## config.mk

```make
export PLATFORM = sky130hd
export DESIGN_NAME = pdp8_tt_txarb
export DESIGN_NICKNAME = d
export VERILOG_FILES = /design/src/rtl/pdp8_tt_txarb.sv
export SDC_FILE = /design/constraint.sdc
export NUM_CORES = 1
export LEC_CHECK = 0
export CAP_MARGIN = 0
export CORE_MARGIN = 3
export CORE_UTILIZATION = 47
export CTS_BUF_LIST = sky130_fd_sc_hd__clkbuf_8
export CTS_CLUSTER_SIZE = 30
export DETAILED_ROUTE_END_ITERATION = 8
export GPL_TIMING_DRIVEN = 0
export PLACE_DENSITY = 0.82
export SETUP_SLACK_MARGIN = 0.15
export SLEW_MARGIN = 40
export SYNTH_ARGS = -nofsm -noshare
export SYNTH_HDL_FRONTEND = slang
export SYNTH_SLANG_ARGS = --single-unit
```

## constraint.sdc

```tcl
create_clock -name clk -period 1.7 [get_ports clk]
set_input_delay 0.255 -clock clk [delete_from_list [all_inputs] [get_ports clk]]
set_output_delay 0.255 -clock clk [all_outputs]
set_load 0.005 [all_outputs]
```

## src/rtl/pdp8_tt_txarb.sv

```systemverilog
// pdp8_tt_txarb: round-robin arbiter sharing one UART transmitter among NREQ tt output channels
module pdp8_tt_txarb #(
   parameter int NREQ    = 4,
   parameter int TIMEOUT = 4095
) (
   input  logic              clk,
   input  logic              reset,
   input  logic [NREQ-1:0]   chan_req,
   input  logic [8*NREQ-1:0] chan_data,
   output logic [NREQ-1:0]   chan_ack,
   output logic [NREQ-1:0]   chan_done,
   output logic [NREQ-1:0]   chan_err,
   output logic              tx_req,
   input  logic              tx_ack,
   output logic [7:0]        tx_data,
   input  logic              tx_empty,
   output logic              busy,
   output logic [2:0]        grant_id
);
   localparam int WW = TIMEOUT > 0 ? $clog2(TIMEOUT + 1) : 1;
   localparam logic [WW-1:0] WLIM = WW'(TIMEOUT > 0 ? TIMEOUT - 1 : 0);
   typedef enum logic [1:0] {IDLE, REQ, WACK, WEMPTY} state_t;
   state_t state_q, state_d;
   logic [2:0] ptr_q, ptr_d, grant_id_q, grant_id_d;
   logic [7:0] tx_data_q, tx_data_d;
   logic [WW-1:0] wdog_q, wdog_d;
   logic [NREQ-1:0] ack_q, ack_d, done_q, done_d, err_q, err_d, sh;
   logic hit;
   int win;
   // scan downward so the channel nearest after ptr overrides the rest
   always_comb begin
      win = 0;
      hit = 1'b0;
      sh = '0;
      for (int i = NREQ; i >= 1; i--) begin
         sh = chan_req >> ((int'(ptr_q) + i) % NREQ);
         if (sh[0]) begin
            hit = 1'b1;
            win = (int'(ptr_q) + i) % NREQ;
         end
      end
   end
   always_comb begin
      state_d = state_q;
      ptr_d = ptr_q;
      grant_id_d = grant_id_q;
      tx_data_d = tx_data_q;
      wdog_d = wdog_q + 1'b1;
      ack_d = '0;
      done_d = '0;
      err_d = '0;
      case (state_q)
         IDLE: begin
            wdog_d = '0;
            if (hit) begin
               state_d = REQ;
               ptr_d = 3'(win);
               grant_id_d = 3'(win);
               tx_data_d = 8'(chan_data >> (8 * win));
               ack_d = NREQ'(1) << win;
            end
         end
         REQ: state_d = tx_ack ? WACK : REQ;
         WACK: state_d = tx_ack ? WACK : WEMPTY;
         default: if (tx_empty) begin
            state_d = IDLE;
            done_d = NREQ'(1) << grant_id_q;
         end
      endcase
      // a real handshake transition takes priority over the watchdog
      if (state_d != state_q) wdog_d = '0;
      else if (state_q != IDLE && TIMEOUT != 0 && wdog_q == WLIM) begin
         state_d = IDLE;
         wdog_d = '0;
         err_d = NREQ'(1) << grant_id_q;
      end
   end
   always_ff @(posedge clk or posedge reset) begin
      if (reset) begin
         state_q <= IDLE;
         ptr_q <= 3'(NREQ - 1);
         grant_id_q <= '0;
         tx_data_q <= '0;
         wdog_q <= '0;
         ack_q <= '0;
         done_q <= '0;
         err_q <= '0;
      end else begin
         state_q <= state_d;
         ptr_q <= ptr_d;
         grant_id_q <= grant_id_d;
         tx_data_q <= tx_data_d;
         wdog_q <= wdog_d;
         ack_q <= ack_d;
         done_q <= done_d;
         err_q <= err_d;
      end
   end
   assign chan_ack = ack_q;
   assign chan_done = done_q;
   assign chan_err = err_q;
   assign tx_req = state_q == REQ;
   assign busy = state_q != IDLE;
   assign tx_data = tx_data_q;
   assign grant_id = grant_id_q;
endmodule

```

* Yosys cells after proc, flatten, opt, wreduce, memory -nomap -nowiden
Cells that the tools add are included.
Storage, ports and cells: output and inout port bits 25, bits in registers 39, input port bits 40
Cells by class: bitwise operators 4, $add $sub $neg 5, reduce and logical (&&, ||, !) cells 9, eq/ne operators 4, shifts and indexed selects 7, muxes and demuxes 24
Operators by type and width (count):
- $mux 32 | 4
- $shr 4x32->1 | 4
- $mux 12 | 3
- $shl 1x32->4 const A | 1
- $shr 32x32->8 | 1
- $mux 4 | 6
- $add 12x1->12 const B | 1
- $eq 12x12->1 const B | 1
- $mux 2 | 5
- $reduce_or 2->1 | 4
- $pmux 2 s3 | 1
- $mux 1 | 5
- $add 2x1->2 const B | 2
- $add 2x2->2 const B | 2
- $and 1x1->1 const A | 4
- $shl 1x3->4 const A | 1
- $reduce_or 3->1 | 1
- $eq 2x1->1 const B | 1
- $eq 2x2->1 const B | 1
- $logic_not 2->1 | 1
- $ne 2x2->1 | 1
- $reduce_and 2->1 | 1
- $reduce_bool 2->1 | 1
- $logic_and 1x1->1 | 1

* Logic depth before layout (Yosys ltp)
Gate-level depths: netlist (run 1).
word-level depth 12, gate-level depth with buffers 7

* Worst setup path after synthesis (run 1)
No wires, ideal clock.
path type flip-flop to flip-flop, start point reg ptr_q[0], end point reg tx_data_q[0] (netlist: tx_data[0]), path slack 114 ps, setup time 126 ps, data arrival time 1460 ps, cell stages (with the launch flop) 7, data required time 1574 ps, clock period less this slack 1586 ps, cells stage by stage dfstp_2 nor2b_1 o21ai_2 nand3_2 buf_6 a211oi_2 nor3_1
On the way: cells in the longest elaborated chain, start to end 9, elaborated cells on any way between the ends 26, classes of those cells add/sub: 4; shift: 5; mux: 8; bitwise: 4; reduce/logical: 5
RTL lines:
- start: declaration | line 24 | logic [2:0] ptr_q, ptr_d, grant_id_q, grant_id_d;
- start signal: assignment | line 81 | ptr_q <= 3'(NREQ - 1);
- start signal: assignment | line 90 | ptr_q <= ptr_d;
- $add 2x1->2 | line 36, 39
- $reduce_or 2->1 (no source line)
- $and 1x1->1 (no source line)
- $shr 4x32->1 | line 36 | sh = chan_req >> ((int'(ptr_q) + i) % NREQ);
- $mux 32 or $mux 1 (tied branches) (4 in series) | line 37 | if (sh[0]) begin
- $shr 32x32->8 or $reduce_and 2->1 (tied branches)
- end signal: assignment | line 92 | tx_data_q <= tx_data_d;
- end: declaration | line 25 | logic [7:0] tx_data_q, tx_data_d;
Parallel ways exist; a longest one is shown, timed or not. A chain may end at the register's enable or synchronous reset.

* Final worst setup path (run 1)
start point reg ptr_q[0], end point reg tx_data_q[5] (netlist: tx_data[5])
Same word-level chain as after synthesis.

==> run metrics, run 1 <==
number of enable flip-flop cells after synthesis 0; CTS HTree Levels 2; share of the clock period used by the worst path after layout 1.02; Max-slew headroom 0.574; count of vias placed by the detailed router 2,094; # port buffers 63; DRC violation total after the first TritonRoute iteration 153; GRT overflow 0; maximum clock rate 574 MHz; Vias per Instance 5.98; final critical delay including setup and external delays 1.74 ns; max capacitance violation total 0; R2R Path Start ptr_q[0]$_DFFE_PP1P_; data required time of the critical path 1.87 ns; sequential fraction of the synthesis area 0.481; pin count of the biggest net entering global routing 39; number of instances in the placed design 310; internal reg-to-reg setup slack -0.04 ns; Final ANT Viol Nets 0; highest fanout seen on the critical path 6; vias in the first global route 1,871; DR DRC count 0; Total Routed Length 7.25 mm; primary flip-flop cell chosen by synthesis mapping sky130_fd_sc_hd__dfrtp_1; standard-cell row count 22; overall track demand over capacity in global routing 0.220; Skew-Pair Late Insertion Delay 0.29 ns; clock-pin slew on the worst setup and hold paths 0.07 ns; worst vdd rail ir drop 961 uV; final hold viol count 0; violated checks setup timing; critical path launch point type register; top library cells by usage in the layout, fill and taps aside 57 x sky130_fd_sc_hd__clkdlybuf4s50_1, 34 x sky130_fd_sc_hd__nor2_1, 30 x sky130_fd_sc_hd__dfrtp_1, 28 x sky130_fd_sc_hd__buf_4, 16 x sky130_fd_sc_hd__and4_1; clock tree from TritonCTS yes; number of slew-limit violations in the final report 0; total negative setup slack -0.144 ns; Post-DP HPWL 3.54 mm; proportion of synthesized flip-flops having asynchronous set or reset 1.00; most common cell after layout, fill and taps aside sky130_fd_sc_hd__clkdlybuf4s50_1; arrival time of data at the critical path endpoint 1.91 ns; number of clock sinks 38; Ant. Diodes 0; number of antenna violations at the first check in global routing 0; number of buffers inserted by hold repair at cts 0; Total Nets Final 343; Ys Warns 0; IO Count 65; cell chosen for the clock root sky130_fd_sc_hd__clkbuf_8; total power per unit cell area 1460 nW/um2; area of the core 3850 um2; status complete, but fails checks; number of iterations in the first detailed-routing pass 5; critical path class register to register; Hold Path Class primary input to asynchronous set/reset pin; die footprint 5030 um2; share of cells above drive strength 1 0.344; number of standard cells after synthesis 199; setup repair after global routing missed its margin true; crit path capture type register; GP Congestion 0.783; number of fill cells 164; Least-Margin Pin Slew 0.638 ns; die span in y 70.9 um; fin worst setup slack -0.0407 ns; Final Skew 0.00872 ns; Final Instance Count excl. Fillers 350; Netlist Area Pre-Place 1980 um2; growth of design area from synthesis to finish 70.7%; buffer depth of the longest clock path 2; global-route wire length before repair 8.73 mm; initial core utilization 0.514; TritonCTS buffer count 5; leakage power 0.00142 uW; depth of the worst register-to-register path 6; FF-to-FF End tx_data[5]$_DFFE_PP0P_; total of endpoints with negative setup slack in the final report 7; Distinct cells, synth 39; horizontal extent of the die 70.9 um; Avg Cell Area, Syn 9.95 um2; routed len/inst 20.7 um; Syn Nets 241; count of state elements after synthesis 38
metal layers:
layer / up-vias / GRT usage / share of wire
met5: - / 0 / 0
met4: 0 / 0.0438 / 0.043
met3: 31 / 0.0384 / 0.060
met2: 117 / 0.398 / 0.51
met1: 1032 / 0.276 / 0.39
li1: 914 / - / -
report_power, final:
group          switching (uW)  leakage, uW  internal, uW
clock                     329    0.0000714           626
combinational            1260     0.000871          1330
sequential                222     0.000480          1170
synthesized netlist by cell type, types with 2 or more instances:
cell type,instances,area share
sky130_fd_sc_hd__nor3_1,11,0.028
sky130_fd_sc_hd__nor4_2,2,0.013
sky130_fd_sc_hd__ha_1,2,0.013
sky130_fd_sc_hd__buf_6,2,0.011
sky130_fd_sc_hd__dfrtp_1,36,0.45
sky130_fd_sc_hd__nor2b_1,5,0.016
sky130_fd_sc_hd__o21ai_2,2,0.0088
sky130_fd_sc_hd__a21oi_1,4,0.010
sky130_fd_sc_hd__buf_4,2,0.0076
sky130_fd_sc_hd__nor2_1,40,0.076
sky130_fd_sc_hd__nand2b_1,4,0.013
sky130_fd_sc_hd__and4_1,16,0.071
sky130_fd_sc_hd__nand2_1,6,0.011
sky130_fd_sc_hd__a211oi_2,8,0.051
sky130_fd_sc_hd__nand3_1,8,0.020
sky130_fd_sc_hd__buf_2,3,0.0076
sky130_fd_sc_hd__dfstp_2,2,0.027
sky130_fd_sc_hd__o21ai_0,3,0.0076
sky130_fd_sc_hd__a211oi_1,8,0.030
sky130_fd_sc_hd__and3_1,3,0.0095
sky130_fd_sc_hd__xor2_1,6,0.027
sky130_fd_sc_hd__inv_1,5,0.0095
sky130_fd_sc_hd__xnor2_1,4,0.018
sky130_fd_sc_hd__o21ai_1,2,0.0051
worst max-delay path by stage:
| stage | start | end | cells past startpoint |
|---|---|---|---|
| after floorplan | ptr_q[0]$_DFFE_PP1P_ | tx_data[0]$_DFFE_PP0P_ | 6 |
| after global placement | chan_req[1] | tx_data[3]$_DFFE_PP0P_ | 6 |
| after detailed placement | chan_req[1] | tx_data[5]$_DFFE_PP0P_ | 6 |
| after CTS | ptr_q[0]$_DFFE_PP1P_ | tx_data[5]$_DFFE_PP0P_ | 6 |
| after global routing | ptr_q[0]$_DFFE_PP1P_ | tx_data[1]$_DFFE_PP0P_ | 6 |
| final | ptr_q[0]$_DFFE_PP1P_ | tx_data[5]$_DFFE_PP0P_ | 6 |
what timing repair did:
item | CTS | global route
cloned | 1 | 2
resized for setup | 24 | 52
pin swaps | 8 | 23
endpoints found under the setup margin | 30 | 36
setup buffers | 16 | 13
cell type report:
class / instances / area, um2 / share of cell area
Sequential cell: 38 / 961 / 0.284
Timing Repair Buffer: 94 / 910 / 0.269
Clock inverter: 2 / 60.1 / 0.0178
Buffer: 9 / 103 / 0.0303
Inverter: 5 / 20.0 / 0.00592
Tap cell: 48 / 60.1 / 0.0178
Clock buffer: 6 / 82.6 / 0.0244
Multi-Input combinational cell: 148 / 1180 / 0.350
kinds of logic (layout without fill, tap and decap cells):
group / Yosys count / after routing / synth area share
adder cells (fa/ha/maj): 2 / 2 / 0.0126
XOR/XNOR: 10 / 10 / 0.0442
flip-flops: 38 / 38 / 0.481
other: 1 / 1 / 0.00189
AND/OR/NAND/NOR: 104 / 105 / 0.294
AO/OA/AOI/OAI: 30 / 30 / 0.126
buffers and inverters: 14 / 116 / 0.0398
flip-flops by register name, indices dropped and copies added (netlist names):
signal,cells
chan_ack,4
chan_done,4
chan_err,4
grant_id,2
ptr_q,2
state_q,2
tx_data,8
wdog_q,12
worst max-delay path, stage by stage, from the launching register on:
cell	delay [ns]
sky130_fd_sc_hd__dfstp_2	0.61
sky130_fd_sc_hd__nor2b_4	0.07
sky130_fd_sc_hd__o21ai_4	0.23
sky130_fd_sc_hd__nand3_4	0.18
sky130_fd_sc_hd__buf_4	0.21
sky130_fd_sc_hd__a211oi_4	0.22
sky130_fd_sc_hd__nor3_1	0.09
stage by stage:
stage	setup WS (ns)	util	hold WS, ns	power (uW)	instance area, um2
2_1_floorplan	0.144	-	0.424	2240	1990
5_1_grt	-0.113	0.877	0.400	5130	3380
3_3_place_gp	-0.430	0.695	0.516	2890	2680
3_5_place_dp	-0.447	0.695	0.536	2930	2680
4_1_cts	0.0690	0.785	0.450	4200	3030
6_report	-0.0407	0.877	0.352	4930	3380
No activity file was read; power rests on OpenSTA's default activity.
==> inputs of run 2 (changes only) <==
==> constraint.sdc (replaced) <==
create_clock -name clk -period 1.7 [get_ports clk]
set_input_delay 0.51 -clock clk [delete_from_list [all_inputs] [get_ports clk]]
set_output_delay 0.51 -clock clk [all_outputs]
set_load 0.005 [all_outputs]
==> run metrics, run 2 (synthesized netlist as in run 1, its figures left out) <==
status complete, but fails checks; violated checks setup timing; placement-stage worst setup slack -0.765 ns; global-route wire length before repair 8.47 mm; Final Instance Count excl. Fillers 338; number of instances in the placed design 310; Hold Path Class register to register; clock-pin slew on the worst setup and hold paths 0.08 ns; overall track demand over capacity in global routing 0.214; Skew-Pair Late Insertion Delay 0.30 ns; number of slew-limit violations in the final report 0; setup repair after global routing missed its margin true; Max-slew headroom 0.564; leakage power 0.00139 uW; standard-cell row count 22; worst min-delay path startpoint tx_data[7]$_DFFE_PP0P_; crit path capture type register; GP Congestion 0.792; Total Routed Length 6.40 mm; Final Skew 0.0101 ns; R2R Path Start wdog_q[0]$_DFF_PP0_; IO Count 65; final critical delay including setup and external delays 1.78 ns; Vias per Instance 5.82; Post-DP HPWL 3.53 mm; Total Nets Final 331; clock tree from TritonCTS yes; final non-filler cell area 3220 um2; DRC violation total after the first TritonRoute iteration 118; number of iterations in the first detailed-routing pass 5; growth of design area from synthesis to finish 62.6%; buffer depth of the longest clock path 2; worst vdd rail ir drop 817 uV; initial core utilization 0.514; count of vias placed by the detailed router 1,966; Cell Area, Placed 2700 um2; DR DRC count 0; critical path class register to register; pin count of the biggest net entering global routing 39; depth of the worst register-to-register path 8; die footprint 5030 um2; GRT overflow 0; maximum clock rate 563 MHz; final hold viol count 0; share of cells above drive strength 1 0.348; die span in y 70.9 um; CTS HTree Levels 2; critical path launch point type register; total of endpoints with negative setup slack in the final report 13; vias in the first global route 1,783; Ant. Diodes 0; number of flip-flops in the largest register 12; number of buffers inserted by hold repair at cts 0; routed len/inst 18.9 um; area of the core 3850 um2; Least-Margin Pin Slew 0.653 ns; internal reg-to-reg setup slack -0.08 ns; Final ANT Viol Nets 0; WHS Path Cells 2; horizontal extent of the die 70.9 um; number of clock sinks 38; highest fanout seen on the critical path 5; fin worst setup slack -0.0773 ns; most common cell after layout, fill and taps aside sky130_fd_sc_hd__clkdlybuf4s50_1; # port buffers 63; Reg with most FFs wdog_q; data required time of the critical path 1.88 ns; number of antenna violations at the first check in global routing 0; Min-Delay Endpoint tx_data[7]$_DFFE_PP0P_; arrival time of data at the critical path endpoint 1.96 ns; cell chosen for the clock root sky130_fd_sc_hd__clkbuf_8; total power per unit cell area 1360 nW/um2; share of the clock period used by the worst path after layout 1.05; max capacitance violation total 0; FF-to-FF End wdog_q[8]$_DFF_PP0_; top library cells by usage in the layout, fill and taps aside 33 x sky130_fd_sc_hd__clkdlybuf4s50_1, 32 x sky130_fd_sc_hd__dfrtp_1, 27 x sky130_fd_sc_hd__nor2_1, 24 x sky130_fd_sc_hd__dlygate4sd2_1, 17 x sky130_fd_sc_hd__buf_4; TritonCTS buffer count 5
run 2: cell types whose count changed in the layout (fill, tap and decap cells not counted), sizes merged:
cell | previous run | this run
clkdlybuf4s50 | 57 | 33
dlygate4sd2 | 5 | 24
buf | 36 | 27
clkdlybuf4s15 | 0 | 4
bufinv | 2 | 0
clkbuf | 10 | 9
clkinv | 1 | 2
clkinvlp | 0 | 1
dlymetal6s2s | 1 | 0
run 2: layer usage:
| layer | track usage | up-vias | wire length (um) |
|---|---|---|---|
| met5 | 0 | - | 0 |
| met4 | 0.0814 | 0 | 196 |
| met3 | 0.0469 | 21 | 278 |
| met2 | 0.341 | 85 | 3270 |
| met1 | 0.285 | 972 | 2650 |
| li1 | - | 888 | - |
run 2: what timing repair did:
action,in CTS,in global routing
buffers inserted,13,5
setup endpoints to repair,51,27
cloned,0,2
resized for setup,69,48
endpoints found under the hold margin,0,0
pin swaps,7,19
run 2: how the worst max path moves through the flow:
stage                        endpoint                  from  slack [ns]
5_1_grt           wdog_q[8]$_DFF_PP0_   wdog_q[0]$_DFF_PP0_       -0.15
6_report          wdog_q[8]$_DFF_PP0_   wdog_q[0]$_DFF_PP0_       -0.08
3_3_place_gp   tx_data[2]$_DFFE_PP0P_           chan_req[1]       -0.71
2_1_floorplan  tx_data[0]$_DFFE_PP0P_           chan_req[1]        0.10
3_5_place_dp   tx_data[2]$_DFFE_PP0P_           chan_req[1]       -0.76
4_1_cts        tx_data[4]$_DFFE_PP0P_  ptr_q[0]$_DFFE_PP1P_        0.01
run 2: power by group:
group          internal (uW)  switching (uW)
clock                    326             340
sequential              1160             175
combinational           1160            1220
run 2: through the flow:
| step | TNS, ns | utilization | hold slack, ns | total power [uW] |
|---|---|---|---|---|
| floorplan | 0 | - | 0.490 | 2260 |
| global route | -1.83 | 0.836 | 0.605 | 4590 |
| detailed placement | -14.10 | 0.700 | 0.533 | 2950 |
| finish | -0.694 | 0.836 | 0.573 | 4390 |
| CTS | 0 | 0.770 | 0.549 | 3810 |
| global placement | -29.24 | 0.700 | 0.520 | 2910 |
run 2: area by class of cell:
class,instances,area (um2)
multi-input combinational,148,1220
sequential,38,958
timing repair buffer,82,771
fill,197,633
buffer,9,95.1
clock buffer,6,82.6
tap,48,60.1
inverter,5,20.0
clock inverter,2,12.5
run 2: worst max-delay path, cell delays in order (launching register included):
cell and delay, ns:
sky130_fd_sc_hd__dfrtp_1 0.39, sky130_fd_sc_hd__inv_1 0.06, sky130_fd_sc_hd__ha_2 0.19, sky130_fd_sc_hd__nand2_2 0.09, sky130_fd_sc_hd__nor4_4 0.35, sky130_fd_sc_hd__buf_4 0.21, sky130_fd_sc_hd__or3_4 0.16, sky130_fd_sc_hd__clkbuf_16 0.17
sky130_fd_sc_hd__nor2_4 0.03
==> inputs of run 3 (changes only) <==
CTS_CLUSTER_SIZE = 28   (was 30)
HOLD_SLACK_MARGIN = 0.05   (was default)
SLEW_MARGIN = default   (was 40)
==> run metrics, run 3 (synthesized netlist as in run 1, its figures left out) <==
GP Congestion 0.792; critical path launch point type register; Ant. Diodes 0; status complete, but fails checks; final critical delay including setup and external delays 1.84 ns; Post-DP HPWL 3.68 mm; WHS Path Cells 2; number of flip-flops in the largest register 12; Final ANT Viol Nets 0; critical path class register to register; placement-stage worst setup slack -0.766 ns; share of cells above drive strength 1 0.399; Final Skew 0.00724 ns; growth of design area from synthesis to finish 72.1%; maximum clock rate 543 MHz; number of buffers inserted by hold repair at cts 0; number of antenna violations at the first check in global routing 0; worst min-delay path startpoint wdog_q[0]$_DFF_PP0_; overall track demand over capacity in global routing 0.225; setup repair after global routing missed its margin true; DRC violation total after the first TritonRoute iteration 319; R2R Path Start ptr_q[0]$_DFFE_PP1P_; final non-filler cell area 3410 um2; # port buffers 63; final hold viol count 0; max capacitance violation total 0; clock-pin slew on the worst setup and hold paths 0.08 ns; Total Nets Final 352; Vias per Instance 6.25; die span in y 70.9 um; internal reg-to-reg setup slack -0.14 ns; Min-Delay Endpoint wdog_q[0]$_DFF_PP0_; most common cell after layout, fill and taps aside sky130_fd_sc_hd__buf_4; data required time of the critical path 1.89 ns; number of instances in the placed design 311; FF-to-FF End tx_data[2]$_DFFE_PP0P_; depth of the worst register-to-register path 7; area of the core 3850 um2; standard-cell row count 22; die footprint 5030 um2; top library cells by usage in the layout, fill and taps aside 35 x sky130_fd_sc_hd__buf_4, 33 x sky130_fd_sc_hd__clkdlybuf4s50_1, 30 x sky130_fd_sc_hd__dfrtp_1, 25 x sky130_fd_sc_hd__nor2_1, 24 x sky130_fd_sc_hd__dlygate4sd2_1; vias in the first global route 1,879; Hold Path Class register to register; violated checks setup timing; Post-Route Hold Slack 0.573 ns; share of the clock period used by the worst path after layout 1.08; worst vdd rail ir drop 901 uV; total of endpoints with negative setup slack in the final report 8; fin worst setup slack -0.143 ns; total negative setup slack -0.393 ns; number of iterations in the first detailed-routing pass 5; Skew-Pair Late Insertion Delay 0.30 ns; Final Instance Count excl. Fillers 359; Least-Margin Pin Slew 0.572 ns; count of vias placed by the detailed router 2,244; Cell Area, Placed 2730 um2; crit path capture type register; CTS HTree Levels 2; Max-slew headroom 0.618; Total Routed Length 7.90 mm; arrival time of data at the critical path endpoint 2.04 ns; pin count of the biggest net entering global routing 25; leakage power 0.00150 uW; initial core utilization 0.514; global-route wire length before repair 8.87 mm; highest fanout seen on the critical path 7; number of clock sinks 38; cell chosen for the clock root sky130_fd_sc_hd__clkbuf_8; total power per unit cell area 1430 nW/um2; Reg with most FFs wdog_q; buffer depth of the longest clock path 2; horizontal extent of the die 70.9 um; clock tree from TritonCTS yes; DR DRC count 0; routed len/inst 22.0 um; GRT overflow 0; IO Count 65; TritonCTS buffer count 5; number of slew-limit violations in the final report 0
-- run 3: cell types whose count changed in the layout (fill, tap and decap cells not counted), sizes merged --
cell           previous run  this run
inv                       4         5
buf                      27        51
clkdlybuf4s15             4         0
clkinv                    2         1
clkbuf                    9        10
-- run 3: how the worst max path moves through the flow --
stage                         start                     end  slack [ns]  cells after the start
2_1_floorplan           chan_req[1]  tx_data[0]$_DFFE_PP0P_        0.10                      6
3_3_place_gp            chan_req[1]  tx_data[2]$_DFFE_PP0P_       -0.71                      5
3_5_place_dp            chan_req[1]  tx_data[2]$_DFFE_PP0P_       -0.77                      5
4_1_cts        ptr_q[0]$_DFFE_PP1P_  tx_data[1]$_DFFE_PP0P_        0.02                      6
5_1_grt        ptr_q[0]$_DFFE_PP1P_  tx_data[2]$_DFFE_PP0P_       -0.13                      7
6_report       ptr_q[0]$_DFFE_PP1P_  tx_data[2]$_DFFE_PP0P_       -0.14                      7
-- run 3: stage by stage --
step | power [uW] | util
after floorplan | 2260 | -
after global placement | 2910 | 0.700
after detailed placement | 2960 | 0.707
after CTS | 3880 | 0.784
after global routing | 5030 | 0.885
final | 4860 | 0.885
-- run 3: area by class of cell --
class                      instances  area (um2)
sequential                        38         961
multi-input combinational        148        1250
timing repair buffer             103         933
clock inverter                     2        8.76
tap                               48        60.1
buffer                             9        93.8
fill                             161         444
clock buffer                       6        82.6
inverter                           5        22.5
-- run 3: routing by layer --
metal | wire length, um | share of wire | track usage
met5 | 0 | 0 | 0
met3 | 750 | 0.095 | 0.0426
met2 | 3840 | 0.49 | 0.358
met4 | 459 | 0.058 | 0.0919
met1 | 2850 | 0.36 | 0.301
-- run 3: timing repair --
item / 4_1_cts / 5_1_grt
setup endpoints to repair: 54 / 38
pin swaps: 11 / 27
resized for setup: 72 / 58
setup buffers: 16 / 22
gates cloned: 0 / 2
-- run 3: power by group --
part           internal [uW]  leakage [uW]  switching, uW
logic                   1370      0.000971           1450
clock network            322     0.0000524            355
registers               1170      0.000480            197
total                   2860       0.00150           2000
-- run 3: worst max-delay path, stage by stage, from the launching register on --
cell,delay [ns]
sky130_fd_sc_hd__dfstp_2,0.62
sky130_fd_sc_hd__nor2b_1,0.09
sky130_fd_sc_hd__o21ai_2,0.17
sky130_fd_sc_hd__buf_4,0.17
sky130_fd_sc_hd__buf_4,0.13
sky130_fd_sc_hd__and4_1,0.24
sky130_fd_sc_hd__a211oi_4,0.05
sky130_fd_sc_hd__nor3_1,0.26
